File: src/rtl/seg_pkg.sv
// Shared seven-segment definitions: digit count, hex segment table, scan FSM states.
package seg_pkg;

    localparam int unsigned NUM_DIGITS = 6;

    // Scan decoder frame states.
    typedef enum logic [1:0] {
        IDLE,
        COLLECT,
        EMIT
    } seg_state_e;

    // Active-high g..a patterns; index is the hex value shown.
    localparam logic [15:0][6:0] SEG_HEX_TABLE = {
        7'h71, 7'h79, 7'h5E, 7'h39, 7'h7C, 7'h77, 7'h6F, 7'h7F,
        7'h07, 7'h7D, 7'h6D, 7'h66, 7'h4F, 7'h5B, 7'h06, 7'h3F
    };

endpackage

File: src/rtl/seg_pattern_decode.sv
// Combinational lookup of a 7-bit active-high segment pattern into a hex nibble.
module seg_pattern_decode
    import seg_pkg::*;
(
    input  logic [6:0] pattern,
    output logic [3:0] nibble,
    output logic       match
);

    // Linear search of the hex table; a blank pattern never matches.
    always_comb begin
        nibble = 4'h0;
        match  = 1'b0;
        for (int i = 0; i < 16; i++) begin
            if (!match && pattern == SEG_HEX_TABLE[i]) begin
                nibble = 4'(i);
                match  = 1'b1;
            end
        end
    end

endmodule

File: src/rtl/seg_scan_decoder.sv
// Recovers the displayed hex digits from a multiplexed active-low 6-digit LED scan.
module seg_scan_decoder
    import seg_pkg::*;
#(
    parameter int unsigned STABLE_CYCLES = 8,
    parameter int unsigned FRAME_TIMEOUT = 1_000_000
) (
    input  logic        sys_clk,
    input  logic        sys_rst,
    input  logic [5:0]  seg_sel,
    input  logic [7:0]  seg_led,
    output logic [23:0] digit_val,
    output logic [5:0]  dp_val,
    output logic [5:0]  seg_err,
    output logic        frame_valid,
    output logic        timeout
);

    localparam int unsigned TW = $clog2(FRAME_TIMEOUT + 1);

    logic [5:0]  sel_q;
    logic [7:0]  led_q;
    logic [13:0] prev_q;
    logic [7:0]  run_q, run_d;
    logic [5:0]  sel_oh;
    logic        same, sample;
    logic [3:0]  nibble;
    logic        match;

    logic [TW-1:0] to_cnt_q, to_cnt_d;
    logic          to_hit, timeout_d;

    seg_state_e state_q, state_d;
    logic [5:0] mask_q, mask_d;
    logic       emit;

    logic [23:0] sh_val_q;
    logic [5:0]  sh_dp_q, sh_err_q;

    assign sel_oh = ~sel_q;
    assign same   = ({sel_q, led_q} == prev_q);
    // Run length reaches STABLE_CYCLES this cycle; saturation keeps it from re-firing.
    assign sample = same && (run_q == 8'(STABLE_CYCLES - 1)) && $onehot(sel_oh);
    assign run_d  = !same ? 8'd1 : ((run_q == 8'hFF) ? run_q : run_q + 8'd1);
    assign to_hit = !sample && (to_cnt_q == TW'(FRAME_TIMEOUT - 1));

    seg_pattern_decode u_decode (
        .pattern (~led_q[6:0]),
        .nibble  (nibble),
        .match   (match)
    );

    // Input registers and stability run counter.
    always_ff @(posedge sys_clk) begin
        if (sys_rst) begin
            sel_q  <= '0;
            led_q  <= '0;
            prev_q <= '0;
            run_q  <= '0;
        end else begin
            sel_q  <= seg_sel;
            led_q  <= seg_led;
            prev_q <= {sel_q, led_q};
            run_q  <= run_d;
        end
    end

    // Shadow capture of the sampled digit.
    always_ff @(posedge sys_clk) begin
        if (sys_rst) begin
            sh_val_q <= '0;
            sh_dp_q  <= '0;
            sh_err_q <= '0;
        end else begin
            for (int i = 0; i < NUM_DIGITS; i++) begin
                if (sample && sel_oh[i]) begin
                    sh_val_q[4*i +: 4] <= match ? nibble : 4'h0;
                    sh_dp_q[i]         <= ~led_q[7];
                    sh_err_q[i]        <= ~match;
                end
            end
        end
    end

    // Timeout counter: cycles since the last sample, saturating at FRAME_TIMEOUT.
    always_comb begin
        to_cnt_d  = to_cnt_q;
        timeout_d = timeout;
        if (sample) begin
            to_cnt_d  = TW'(1);
            timeout_d = 1'b0;
        end else begin
            if (to_cnt_q != TW'(FRAME_TIMEOUT)) begin
                to_cnt_d = to_cnt_q + TW'(1);
            end
            if (to_hit) begin
                timeout_d = 1'b1;
            end
        end
    end

    // Frame FSM next-state and collected-mask logic.
    always_comb begin
        state_d = state_q;
        mask_d  = mask_q;
        emit    = 1'b0;
        unique case (state_q)
            IDLE: begin
                if (sample) begin
                    state_d = COLLECT;
                    mask_d  = mask_q | sel_oh;
                end
            end
            COLLECT: begin
                if (sample) begin
                    mask_d = mask_q | sel_oh;
                end
                if (mask_d == 6'h3F) begin
                    state_d = EMIT;
                end
            end
            EMIT: begin
                emit    = 1'b1;
                // A sample landing here starts the next frame.
                mask_d  = sample ? sel_oh : 6'h00;
                state_d = COLLECT;
            end
            default: begin
                state_d = IDLE;
                mask_d  = 6'h00;
            end
        endcase
        if (to_hit) begin
            state_d = IDLE;
            mask_d  = 6'h00;
            emit    = 1'b0;
        end
    end

    // State, timeout and output registers.
    always_ff @(posedge sys_clk) begin
        if (sys_rst) begin
            state_q     <= IDLE;
            mask_q      <= '0;
            to_cnt_q    <= '0;
            timeout     <= 1'b0;
            digit_val   <= '0;
            dp_val      <= '0;
            seg_err     <= 6'h3F;
            frame_valid <= 1'b0;
        end else begin
            state_q     <= state_d;
            mask_q      <= mask_d;
            to_cnt_q    <= to_cnt_d;
            timeout     <= timeout_d;
            frame_valid <= emit;
            if (emit) begin
                digit_val <= sh_val_q;
                dp_val    <= sh_dp_q;
                seg_err   <= sh_err_q;
            end
        end
    end

endmodule

File: config.mk
export PLATFORM = sky130hd
export DESIGN_NAME = seg_scan_decoder
export DESIGN_NICKNAME = d
export VERILOG_FILES = /design/src/rtl/seg_pkg.sv /design/src/rtl/seg_pattern_decode.sv /design/src/rtl/seg_scan_decoder.sv
export SDC_FILE = /design/constraint.sdc
export NUM_CORES = 1
export LEC_CHECK = 0
export BUFFER_PORTS_ARGS = -buffer_cell sky130_fd_sc_hd__buf_2
export CORE_ASPECT_RATIO = 1.75
export CORE_MARGIN = 2
export CORE_UTILIZATION = 55
export DETAILED_ROUTE_END_ITERATION = 6
export PLACE_DENSITY = 0.78
export SYNTH_ARGS = -nofsm -noshare
export SYNTH_HDL_FRONTEND = slang
export SYNTH_SLANG_ARGS = --single-unit
export TNS_END_PERCENT = 1
File: constraint.sdc
create_clock -name sys_clk -period 4.75 [get_ports sys_clk]
set_input_delay 0.475 -clock sys_clk [delete_from_list [all_inputs] [get_ports sys_clk]]
set_output_delay 0.475 -clock sys_clk [all_outputs]
set_load 0.005 [all_outputs]
Word level (Yosys, flattened, before mapping):

Index checks and enable logic that the tools add are counted.

* input port bits: 16
* output and inout port bits: 38
* flip-flop bits (word level): 138
* logic and storage cells: 164

* equal/unequal tests: 28
* muxes and demuxes: 45
* add/subtract/negate cells: 7
* bitwise logic cells: 6
* reductions and logical operators: 46

Operators with widths (number)
* 7-bit == test, second input constant: 12
* 4-bit two-way mux: 9
* 1-bit logical AND: 24
* 1-bit two-way mux: 23
* 20-bit by 1-bit adder with 20-bit output, second input constant: 1
* 20-bit == test, second input constant: 1
* 20-bit != test, second input constant: 1
* 6-bit two-way mux: 3
* 6-bit case mux with 3 select lines: 1
* 1-bit zero test: 16
* 14-bit == test: 1
* 7-bit by 3-bit == test with 1-bit output, second input constant: 2
* 7-bit by 6-bit == test with 1-bit output, second input constant: 2
* 3-bit two-way mux: 4
* 8-bit by 1-bit adder with 8-bit output, second input constant: 1
* 8-bit by 3-bit == test with 1-bit output, second input constant: 1
* 8-bit == test, second input constant: 1
* 2-bit two-way mux: 4
* 7-bit NOT: 1
* 1-bit by 1-bit adder with 2-bit output: 3
* 6-bit == test, second input constant: 1
* 2-bit != test, second input constant: 3
* 6-bit NOT: 1
* 6-bit OR: 1
* other kinds (11): 15

Longest topological paths before layout:

* word-level depth: 49
* gate-level depth with buffers: 12
* depth with buffers taken out: 10

Hierarchy:

Synthesis repeated with hierarchy kept, for this count alone.

* cells, all modules: 639
* area, all modules: 5723.0 um^2

Modules (own cells, without submodules)
* seg_scan_decoder: times used 1, cells an instance 572, area each 5293.8 um^2
* seg_pattern_decode: times used 1, cells an instance 67, area each 429.2 um^2

Worst setup path after synthesis:

Ideal clock, no wire load.

* path kind: reg-to-reg
* start: reg sel_q[0]
* end: reg state_q[0]
* clock period less this slack: 3.510 ns
* stages on the path, launching flop included: 11
* slack: 1.240 ns
* arrival: 3.390 ns
* path buffers: 0
* cells stage by stage: dfxtp_1 > inv_1 > fa_1 > fa_1 > ha_1 > inv_1 > fa_1 > nand4_1 > nor3_2 > o22ai_1 > o31a_1

* cells in the longest elaborated chain, start to end: 11
* elaborated cells between the ends (all ways): 18
* classes of those cells: add/sub (3); eq/ne (5); mux (2); bitwise (2); reduce/logical (6)

RTL lines
* start: declaration: RTL line seg_scan_decoder.sv:21 `logic [5:0] sel_q;`
* start signal: assignment: RTL line seg_scan_decoder.sv:61 `sel_q <= seg_sel;`
* 6-bit NOT: RTL line seg_scan_decoder.sv:40 `assign sel_oh = ~sel_q;`
* 1-bit by 1-bit adder with 2-bit output (not written as such): RTL line seg_scan_decoder.sv:43 `assign sample = same && (run_q == 8'(STABLE_CYCLES - 1)) && $onehot(sel_oh);`
* 2-bit by 2-bit adder with 3-bit output (not written as such): RTL line seg_scan_decoder.sv:43
* 3-bit by 2-bit adder with 3-bit output (not written as such): RTL line seg_scan_decoder.sv:43
* 3-bit by 1-bit == test with 1-bit output: RTL line seg_scan_decoder.sv:43
* 1-bit logical AND: RTL line seg_scan_decoder.sv:43
* 6-bit two-way mux
* 6-bit two-way mux: RTL line seg_scan_decoder.sv:107 `unique case (state_q)`
* 6-bit == test: RTL line seg_scan_decoder.sv:118 `if (mask_d == 6'h3F) begin`
* 2-bit != test (no source line)
* 2-bit AND reduction (no source line)
* end signal: assignment: RTL line seg_scan_decoder.sv:152 `state_q <= state_d;`
* end: declaration: RTL line seg_scan_decoder.sv:33 `seg_state_e state_q, state_d;`

Parallel ways exist; a longest one is shown, timed or not. The select of a mux whose other input is x is not followed.
A chain may end at the register's enable or synchronous reset.

Final worst setup path:

* start: reg sel_q[0]
* end: reg digit_val[12]

* cells in the longest elaborated chain, start to end: 9
* elaborated cells between the ends (all ways): 11
* classes of those cells: add/sub (3); eq/ne (2); mux (1); bitwise (1); reduce/logical (4)

RTL lines
* 6-bit NOT: RTL line seg_scan_decoder.sv:40
* 1-bit by 1-bit adder with 2-bit output (not written as such): RTL line seg_scan_decoder.sv:43
* 2-bit by 2-bit adder with 3-bit output (not written as such): RTL line seg_scan_decoder.sv:43
* 3-bit by 2-bit adder with 3-bit output (not written as such): RTL line seg_scan_decoder.sv:43
* 3-bit by 1-bit == test with 1-bit output: RTL line seg_scan_decoder.sv:43
* 1-bit logical AND *: RTL line seg_scan_decoder.sv:43
* 1-bit zero test *: RTL line seg_scan_decoder.sv:45 `assign to_hit = !sample && (to_cnt_q == TW'(FRAME_TIMEOUT - 1));`
* 1-bit logical AND *: RTL line seg_scan_decoder.sv:45
* 1-bit two-way mux *: RTL line seg_scan_decoder.sv:133 `if (to_hit) begin`
* end signal: assignment: RTL line seg_scan_decoder.sv:158 `digit_val <= sh_val_q;`
* end: declaration: RTL line seg_scan_decoder.sv:12 `output logic [23:0] digit_val,`

Mark *: on every way between the ends. The rest lies on a longest branch, timed or not.

==> summary.md <==
| Metric | Value |
|---|---|
| Status | completed |
| Post-synthesis cell type count | 68 |
| Sw Share | 23.0% |
| Met2 wire len | 7.19 mm |
| Share of the synthesized area in the top cell type | 45.6% |
| Max_slew headroom | 25.5% |
| Seq pwr share | 44.6% |
| Sequential area share after synthesis | 45.6% |
| Via Count | 4878 |
| Bufs and invs on worst path | 4 |
| First-pass GRT wire length | 22.6 mm |
| Dominant cells by area after synthesis | dfxtp_1 (46%), nor2_1 (4.8%), a21oi_2 (4.3%) |
| Die width | 83.3 um |
| Final hold violations | 0 |
| VDD IR max | 0.000321 V |
| Dpl hpwl | 9.26 mm |
| Total die area | 0.0119 mm2 |
| Most frequent cells in the layout | dfxtp_1 (138), nor2_1 (76), buf_2 (52) |
| R2r setup slk | 0.94 ns |
| P&R area growth vs syn | 13.7% |
| Syn_area_per_cell | 9.41 um2 |
| Cells after synthesis | 643 |
| CTS tree | done |
| Crit path max-delay family | adder cells |
| Layout cells sized above 1 | 21.4% |
| Number of buffers created by CTS | 17 |
| Core Box Area | 0.0107 mm2 |
| Total Routing Usage GR | 23.8% |
| Vias in the first global route | 4690 |
| GRT overflow | 0 |
| Peak Freq | 0.262 GHz |
| Leading area contributor after synthesis | dfxtp_1 |
| Clk slew on worst S/H paths | 0.06 ns |
| # IOs | 54 |
| WP data arrival | 4.16 ns |
| Synth Register Bits | 138 |
| Max Slew Vio Count | 0 |
| Routed length per instance | 16.6 um |
| Clk_lat worst skew | 0.42 ns |
| Largest net degree at the start of global routing | 64 |
| Layout filler cell count | 863 |
| WP depth | 12 |
| Pint | 0.00206 W |
| Logic pwr share | 4.2% |
| Critical path fanouts, max | 23 |
| Fin util | 64.3% |
| Critical Path Source Type | flip-flop |
| CP endpoint kind | flip-flop |
| Setup bufs post-CTS | 0 |
| Max incr delay on CP | 0.51 ns |
| Antenna Nets Post-Route | 0 |
| Synth Warn # | 0 |
| Metal3 WL | 469 um |
| Post-Route Skew | 0.0106 ns |
| Final min period | 3.81 ns |
| Post-DR vias/cell | 5.90 |
| Clk root buf | clkbuf_16 |
| Commonest non-fill, non-tap cell in the layout | dfxtp_1 |
| Worst Max-Slew Pin Slew | 1.12 ns |
| Period utilisation layout | 80.3% |
| Critical-path cell list | inv_1 -> fa_1 -> fa_1 -> ha_1 -> inv_1 -> fa_1 -> nand4_1 -> o21ai_2 -> buf_4 -> buf_4 -> nand3_1 -> a21oi_2 |
| Worst path slowest cell | fa_1 |
| Cts hold-fix bufs | 0 |
| Cell Pwr Density | 389 mW/mm2 |
| Rows | 50 |
| Worst Path Required | 5.10 ns |
| PortBufs | 53 |
| MaxCap Viol Count | 0 |
| Clock power frac | 51.2% |
| Post-synthesis cell area | 0.00605 mm2 |
| Clk buf depth | 2 |
| Syn nets | 666 |
| Nets | 707 |
| Hold path cells | 2 |
| Most frequent CP cell | fa_1 |
| WS Path Type | reg2reg |
| DRT iter0 DRCs | 297 |
| Worst hold path type | in2reg |
| Lkg Pwr | 2.50 nW |
| Die H | 143 um |
| Ys flop type | dfxtp_1 |
| Wirelength, routed | 13.7 mm |
| Starting Density | 56.6% |
| N_diodes | 0 |
| Switching Power | 0.000616 W |
| Resized Gates After CTS | 0 |
| Htree depth | 4 |
| Placer Congestion | 0.899 |
| Sink Count | 138 |
| M1 WL | 5.47 mm |
| Unrepaired setup endpoints after global routing | no |
| FFs w/ async S/R, synth | 0% |
| Detailed Routing Iterations Pass 1 | 5 |
| Post-synth EDFFs | 0 |
| Initial antenna violation count | 0 |
| Remaining DRCs | 0 |
| Highest metal used | met4 |
| Setup TNS | 0 ns |
| FF-to-FF path depth | 12 |
| # setup viols final | 0 |
-- cell usage after synthesis (13+ instances only) --
library cell and instances:
dfxtp_1 138, nor2_1 77, nand3_1 45, a21oi_2 30, o21ai_1 30, xor2_1 26
nor2b_1 23, clkbuf_1 21, o21ai_0 18, a21oi_1 17, inv_1 17, nand2_1 16
mux2i_1 14, a211oi_1 13, and3_1 13, xnor2_1 13
-- layer usage --
layer	GRT usage, %	up-vias
met1	26.1	2352
met4	13.5	0
met2	42.2	120
met3	5.20	47
li1	-	2359
met5	0	-
-- worst reg2reg max path: cells and delay by family, from the launching register on --
kind	cells	cell delay, ns
adders and majority gates	4	1.66
buffers and inverters	4	0.74
AOI/OAI and AO/OA	2	0.41
and+or+nand+nor	2	0.54
DFF	1	0.40
-- kinds of logic (layout without fill, tap and decap cells) --
group	Yosys count	in the layout	synth area share, %
and+or+nand+nor	243	243	22.2
DFF	138	138	45.6
adders and majority gates	7	7	1.82
buffers and inverters	56	110	5.77
AOI/OAI and AO/OA	146	146	16.6
muxes	14	14	2.32
xor gates and xnor gates	39	39	5.64
-- power groups by stage --
| stage | combinational, W | sequential [W] | clock (W) |
|---|---|---|---|
| 3_3_place_gp | 0.000107 | 0.00122 | 0 |
| 2_1_floorplan | 0.0000947 | 0.00121 | 0 |
| 5_1_grt | 0.000126 | 0.00120 | 0.00144 |
| 6_report | 0.000113 | 0.00120 | 0.00137 |
| 4_1_cts | 0.000113 | 0.00119 | 0.00139 |
| 3_5_place_dp | 0.000112 | 0.00122 | 0 |
-- final cells by class --
class                   instances  area [um2]  share of cell area [%]
multi-input cells             449        2940                    42.8
flip-flops and latches        138        2760                    40.1
clock buffers                  18         439                    6.38
repair buffers                 61         328                    4.76
clock inverters                14         184                    2.67
well taps                     130         163                    2.36
inverters                      17        63.8                   0.927
-- registers in the layout, indices dropped and copies added (netlist names) --
| signal | count |
|---|---|
| digit_val | 24 |
| sh_val_q | 24 |
| to_cnt_q | 20 |
| prev_q | 14 |
| led_q | 8 |
| run_q | 8 |
| dp_val | 6 |
| mask_q | 6 |
| seg_err | 6 |
| sel_q | 6 |
| sh_dp_q | 6 |
| sh_err_q | 6 |
| state_q | 2 |
| frame_valid | 1 |
| timeout | 1 |
-- worst paths after layout --
path / endpoint / from
worst max-delay path: digit_val[12] / sel_q[0]
worst min-delay path: led_q[2] / seg_led[2]
worst min register to register: seg_err[4] / seg_err[4]
worst max register to register: digit_val[12] / sel_q[0]
-- through the flow --
stage | hold slack [ns] | instances | setup slack (ns) | power [W] | instance area (um2)
5_1_grt | 0.260 | 827 | 0.662 | 0.00276 | 6880
6_report | 0.264 | 827 | 0.936 | 0.00268 | 6880
2_1_floorplan | 0.438 | 643 | 1.24 | 0.00130 | 6050
4_1_cts | 0.254 | 827 | 0.956 | 0.00269 | 6880
3_5_place_dp | 0.449 | 795 | 0.988 | 0.00133 | 6260
3_3_place_gp | 0.444 | 795 | 1.07 | 0.00133 | 6260
Note: power is estimated with default switching activity, not from simulation.
